File: config.mk
export PLATFORM = sky130hd
export DESIGN_NAME = rr_arbiter_onehot
export DESIGN_NICKNAME = d
export VERILOG_FILES = /design/src/rtl/arb_pkg.sv /design/src/rtl/onehot_to_bin.sv /design/src/rtl/rr_arbiter_onehot.sv
export SDC_FILE = /design/constraint.sdc
export NUM_CORES = 1
export LEC_CHECK = 0
export CORE_AREA = 2 2 39 41
export DETAILED_ROUTE_END_ITERATION = 12
export DIE_AREA = 0 0 41 43
export PLACE_DENSITY = 0.53
export SLEW_MARGIN = 20
export SYNTH_ARGS = -nofsm -noshare
export SYNTH_HDL_FRONTEND = slang
export SYNTH_SLANG_ARGS = --single-unit
File: constraint.sdc
create_clock -name clk -period 1.1 [get_ports clk]
set_clock_uncertainty 0.05 [all_clocks]
set_input_delay 0.22 -clock clk [delete_from_list [all_inputs] [get_ports clk]]
set_output_delay 0.22 -clock clk [all_outputs]
set_load 0.02 [all_outputs]
File: src/rtl/arb_pkg.sv
// ---------------------------------------------------------------------------
// arb_pkg
// Shared definitions for the round-robin grant path:
//   ARB_MAX_N    largest requester count the arbiter supports
//   arb_state_e  arbiter state (IDLE: no grant held, GRANT: grant presented)
//   rr_pick      rotating-priority search returning a one-hot winner
// ---------------------------------------------------------------------------
package arb_pkg;

    localparam int ARB_MAX_N = 16;

    typedef enum logic {
        IDLE  = 1'b0,
        GRANT = 1'b1
    } arb_state_e;

    // Returns the first set bit of req found by scanning upward from ptr and
    // wrapping at n (not at ARB_MAX_N). Callers zero-extend req to
    // ARB_MAX_N bits and keep ptr < n. Result is one-hot, or zero when no
    // bit below n is set.
    function automatic logic [ARB_MAX_N-1:0] rr_pick(
        input logic [ARB_MAX_N-1:0] req,
        input logic [3:0]           ptr,
        input logic [4:0]           n
    );
        logic [ARB_MAX_N-1:0] win;
        logic                 found;
        logic [4:0]           idx;
        win   = '0;
        found = 1'b0;
        for (int i = 0; i < ARB_MAX_N; i++) begin
            // ptr < n and i < n, so one subtraction brings idx back into range
            idx = {1'b0, ptr} + 5'(i);
            if (idx >= n) begin
                idx = idx - n;
            end
            if (!found && (5'(i) < n) && req[idx[3:0]]) begin
                win[idx[3:0]] = 1'b1;
                found         = 1'b1;
            end
        end
        return win;
    endfunction

endpackage

File: src/rtl/onehot_to_bin.sv
// ---------------------------------------------------------------------------
// onehot_to_bin
// Combinational N-to-IDX_W one-hot to binary encoder (N-way form of the
// 2:1 encoder). An all-zero input encodes to 0.
// Ports:
//   onehot  in   N      one-hot (or all-zero) code
//   bin     out  IDX_W  binary index of the set bit
// ---------------------------------------------------------------------------
module onehot_to_bin #(
    parameter int N     = 2,
    parameter int IDX_W = (N > 1) ? $clog2(N) : 1
) (
    input  logic [N-1:0]     onehot,
    output logic [IDX_W-1:0] bin
);

    // OR of the indices of all set bits; exact for a one-hot input and 0
    // for an all-zero input.
    always_comb begin
        bin = '0;
        for (int i = 0; i < N; i++) begin
            if (onehot[i]) begin
                bin = bin | IDX_W'(i);
            end
        end
    end

endmodule

File: src/rtl/rr_arbiter_onehot.sv
// ---------------------------------------------------------------------------
// rr_arbiter_onehot
// Round-robin arbiter in front of the one-hot-to-binary encode stage. Turns
// N request lines into a registered, strictly one-hot grant with its binary
// index under a valid/ready handshake. Accepting a grant re-arbitrates in the
// same edge so continuous requesters are served back to back.
// Ports:
//   clk         in   1      clock, all state on posedge
//   rst         in   1      synchronous active-high reset
//   req         in   N      per-requester request, held until acked
//   ack         out  N      one-hot accept pulse (gnt_onehot when accepted)
//   gnt_valid   out  1      registered, grant outputs valid
//   gnt_ready   in   1      downstream accepts the grant this cycle
//   gnt_onehot  out  N      registered one-hot grant, zero when not valid
//   gnt_idx     out  IDX_W  registered index of gnt_onehot, zero when not valid
// ---------------------------------------------------------------------------
module rr_arbiter_onehot
    import arb_pkg::*;
#(
    parameter int N     = 2,
    parameter int IDX_W = (N > 1) ? $clog2(N) : 1
) (
    input  logic             clk,
    input  logic             rst,
    input  logic [N-1:0]     req,
    output logic [N-1:0]     ack,
    output logic             gnt_valid,
    input  logic             gnt_ready,
    output logic [N-1:0]     gnt_onehot,
    output logic [IDX_W-1:0] gnt_idx
);

    arb_state_e       state_q,      state_d;
    logic [IDX_W-1:0] ptr_q,        ptr_d;
    logic             gnt_valid_q,  gnt_valid_d;
    logic [N-1:0]     gnt_onehot_q, gnt_onehot_d;
    logic [IDX_W-1:0] gnt_idx_q,    gnt_idx_d;

    logic             accept;
    logic [IDX_W-1:0] ptr_next;
    logic [N-1:0]     pick_req;
    logic [IDX_W-1:0] pick_ptr;
    logic [N-1:0]     win_onehot;
    logic [IDX_W-1:0] win_idx;

    // The only combinational input-to-output path is gnt_ready -> ack.
    assign accept = gnt_valid_q & gnt_ready;
    assign ack    = gnt_onehot_q & {N{accept}};

    // Pointer after the current grant retires; wraps at N, not 2^IDX_W.
    assign ptr_next = (gnt_idx_q == IDX_W'(N - 1)) ? '0 : gnt_idx_q + IDX_W'(1);

    // Arbitration inputs. While a grant is held, the next candidate set
    // excludes the granted requester (its req is still high in the accept
    // cycle) and the search starts just past it.
    always_comb begin
        pick_req = req;
        pick_ptr = ptr_q;
        if (state_q == GRANT) begin
            pick_req = req & ~gnt_onehot_q;
            pick_ptr = ptr_next;
        end
    end

    assign win_onehot = N'(rr_pick(ARB_MAX_N'(pick_req), 4'(pick_ptr), 5'(N)));

    onehot_to_bin #(
        .N     (N),
        .IDX_W (IDX_W)
    ) u_enc (
        .onehot (win_onehot),
        .bin    (win_idx)
    );

    always_comb begin
        state_d      = state_q;
        ptr_d        = ptr_q;
        gnt_valid_d  = gnt_valid_q;
        gnt_onehot_d = gnt_onehot_q;
        gnt_idx_d    = gnt_idx_q;
        case (state_q)
            IDLE: begin
                if (|req) begin
                    state_d      = GRANT;
                    gnt_valid_d  = 1'b1;
                    gnt_onehot_d = win_onehot;
                    gnt_idx_d    = win_idx;
                end
            end
            GRANT: begin
                // Without accept the grant is held as is; req changes are
                // ignored until the downstream takes it.
                if (accept) begin
                    ptr_d = ptr_next;
                    if (|pick_req) begin
                        gnt_onehot_d = win_onehot;
                        gnt_idx_d    = win_idx;
                    end else begin
                        state_d      = IDLE;
                        gnt_valid_d  = 1'b0;
                        gnt_onehot_d = '0;
                        gnt_idx_d    = '0;
                    end
                end
            end
            default: begin
                state_d      = IDLE;
                gnt_valid_d  = 1'b0;
                gnt_onehot_d = '0;
                gnt_idx_d    = '0;
            end
        endcase
    end

    // Reset overrides any handshake in the same cycle; the held grant is
    // dropped and the pointer returns to requester 0.
    always_ff @(posedge clk) begin
        if (rst) begin
            state_q      <= IDLE;
            ptr_q        <= '0;
            gnt_valid_q  <= 1'b0;
            gnt_onehot_q <= '0;
            gnt_idx_q    <= '0;
        end else begin
            state_q      <= state_d;
            ptr_q        <= ptr_d;
            gnt_valid_q  <= gnt_valid_d;
            gnt_onehot_q <= gnt_onehot_d;
            gnt_idx_q    <= gnt_idx_d;
        end
    end

    assign gnt_valid  = gnt_valid_q;
    assign gnt_onehot = gnt_onehot_q;
    assign gnt_idx    = gnt_idx_q;

    // Output invariants the encode stage relies on.
    always @(posedge clk) begin
        if (!rst) begin
            a_grant_onehot: assert (gnt_valid_q ? $onehot(gnt_onehot_q)
                                                : (gnt_onehot_q == '0));
            a_idx_matches:  assert (gnt_onehot_q == (N'(gnt_valid_q) << gnt_idx_q));
            a_ack_onehot0:  assert ($onehot0(ack));
            a_state_valid:  assert ((state_q == GRANT) == gnt_valid_q);
        end
    end

endmodule

==> flow_metrics.tcl <==
set metrics [dict create \
    dr.pass1.iters 4 \
    layout-drive-gt1-share_pct 58.18 \
    grt_max_degree 10 \
    maxCapViolCount 0 \
    clk_path_buf_depth 2 \
    drcViolationCount 0 \
    hold_path_class "primary input to register" \
    drt_iter0_markers 2 \
    power_density_nw_per_um2 1083 \
    syn_inst 32 \
    wirelength_um 784 \
    portBuffers 10 \
    grt_antenna_before_repair 0 \
    ir_worst_vdd_mv 0.5526 \
    status "finished, violations left" \
    ioPinCount 11 \
    yosysMostFrequentCell "dfxtp_1" \
    yosys-top-cells-count "5 x dfxtp_1, 3 x and3_1" \
    fin_crit_ps 1125 \
    syn_area_um2 294.0 \
    synth-seq-area-share_pct 34.04 \
    diodes 0 \
    synth_seq_cells 5 \
    cp.required_ps 830 \
    cts_tree "done" \
    crit_arrival_ps 850 \
    syn_avg_cell_area_um2 9.189 \
    placed_cells 66 \
    r2r.worst_path.cells 4 \
    coreArea_um2 1384 \
    wl_per_cell_um 11.04 \
    ys_warn_count 0 \
    worst-slew-pin-transition_ps 330.2 \
    synthFlopType "dfxtp_1" \
    grt_pass1_wl_mm 1.221 \
    critical_path.endpoint "ack[0]" \
    clock_latency_ps 240 \
    leakage_nw 0.2547 \
    fill_cells 144 \
    fmax_mhz 889.1 \
    cts.htree.levels 1 \
    rsz0062_at_grt "yes" \
    crit-reg2reg-capture "gnt_onehot[0]$_SDFFE_PP0P_" \
    violations "negative setup slack" \
    yosysUniqueCellTypes 20 \
    die_w_um 41 \
    synth_edf_count 0 \
    hold_viol_final 0 \
    r2r-start "gnt_valid$_SDFFE_PP0P_" \
    gp_congestion 0.7866 \
    syn_to_final_growth_pct 88.94 \
    multiInputGateArea_um2 214.0 \
    crit_path_start "gnt_onehot[0]$_SDFFE_PP0P_" \
    grt_pass1_vias 305 \
    die_area_um2 1763 \
    placementRows 14 \
    cts.clk_slew.worst_paths_ps 40 \
    grtUsageTotal_pct 10.46 \
    finalSetupTns_ps -47.06 \
    overflow 0 \
    critPathCaptureType "primary output" \
    crit_path_start_kind "register" \
    synth_top_area_share_pct 34.04 \
    finalWorstSetupSlack_ps -24.74 \
    final_max_slew_viol_count 0 \
    fin_cells 71 \
    path_max_fanout 2 \
    synthArstFlopShare_pct 0 \
    die_y_um 43 \
    timing.final.crit_share_pct 102.2 \
    via_per_inst 4.676 \
    dp_slack_ps -629.8 \
    root_buffer "clkbuf_4" \
    start_util_pct 21.25 \
    dp.final_hpwl_um 582.8 \
    slew_headroom_pct 77.99 \
    seq_area_um2 107.6 \
    vias 332 \
    synthesis.nets 37 \
    yosysTopAreaCell "dfxtp_1" \
    finalSetupViolations 2 \
    cts_sinks 5 \
    nets 61 \
    worstSetupPathType "register to primary output" \
    drtAntennaViolNets 0 \
    cts_hold_buf 0 \
    yosys-top-cells-area "dfxtp_1 34%, nor3_2 6.8%, a21boi_4 6.4%" \
    rrSetupSlack_ps 20 \
    cts_buffers 3 \
]
-- cells by family after synthesis --
kind of cell	synth area share, %
buf+inv	5.108
simple gates	30.21
compound gates	30.64
flops	34.04
-- cell type report --
| class | count | area share (%) |
|---|---|---|
| sequential | 5 | 19.37 |
| inverter | 2 | 1.351 |
| timing repair buffer | 20 | 32.43 |
| tap | 16 | 3.604 |
| clock buffer | 4 | 4.730 |
| multi-input combinational | 24 | 38.51 |
-- worst max-delay path: stages, from the launching register on --
cell     delay (ps)
dfxtp_2         320
and3_1          170
buf_6           130
-- where the power goes --
part | switching [mW] | internal [mW]
sequential | 0.0151 | 0.197
clock | 0.0745 | 0.137
combinational | 0.0804 | 0.0969
-- cells in the final DEF (no fill, tap or decap), types with 2 or more instances in the layout --
master and n:
dfxtp_2 3, nor2b_1 2, buf_4 8, inv_1 2
and3_4 2, buf_6 7, clkbuf_4 3, dlygate4sd2_1 3
-- state kept, by name, indices dropped and copies added, names as in the netlist --
name,flops
gnt_valid,1
gnt_onehot,1
ptr_q,1
gnt_idx,1
state_q,1
-- worst min-delay path by stage --
| stage | cells after the start | from | end | slack [ps] |
|---|---|---|---|---|
| finish | 3 | gnt_ready | gnt_valid$_SDFFE_PP0P_ | 420 |
| global route | 3 | gnt_ready | gnt_valid$_SDFFE_PP0P_ | 450 |
| CTS | 3 | gnt_ready | gnt_valid$_SDFFE_PP0P_ | 410 |
| detailed placement | 2 | ptr_q$_SDFFE_PP0P_ | ptr_q$_SDFFE_PP0P_ | 450 |
| global placement | 2 | ptr_q$_SDFFE_PP0P_ | ptr_q$_SDFFE_PP0P_ | 450 |
| floorplan | 1 | rst | gnt_idx$_SDFFE_PP0P_ | 240 |
-- routing by layer --
layer / wire, µm / track usage (%)
met3: 36 / 4.712
met1: 332 / 11.00
met2: 415 / 16.25
met5: 0 / 0
met4: 0 / 6.000
-- timing repair --
action	4_1_cts	5_1_grt
buffers inserted	0	1
setup endpoints to repair	11	10
pin swaps	1	3
resized for setup	44	7
endpoints found under the hold margin	0	0
-- per-stage QoR --
stage / util [%] / hold slack, ps / cell area [µm²] / power, mW
2_1_floorplan: - / 239.1 / 295.3 / 0.2823
3_3_place_gp: 34.36 / 449.2 / 475.5 / 0.3712
3_5_place_dp: 34.36 / 453.9 / 475.5 / 0.3711
4_1_cts: 37.43 / 406.5 / 518.0 / 0.5995
5_1_grt: 40.14 / 448.9 / 555.5 / 0.6455
6_report: 40.14 / 417.2 / 555.5 / 0.6014
Power figures use the tool's default switching activity.
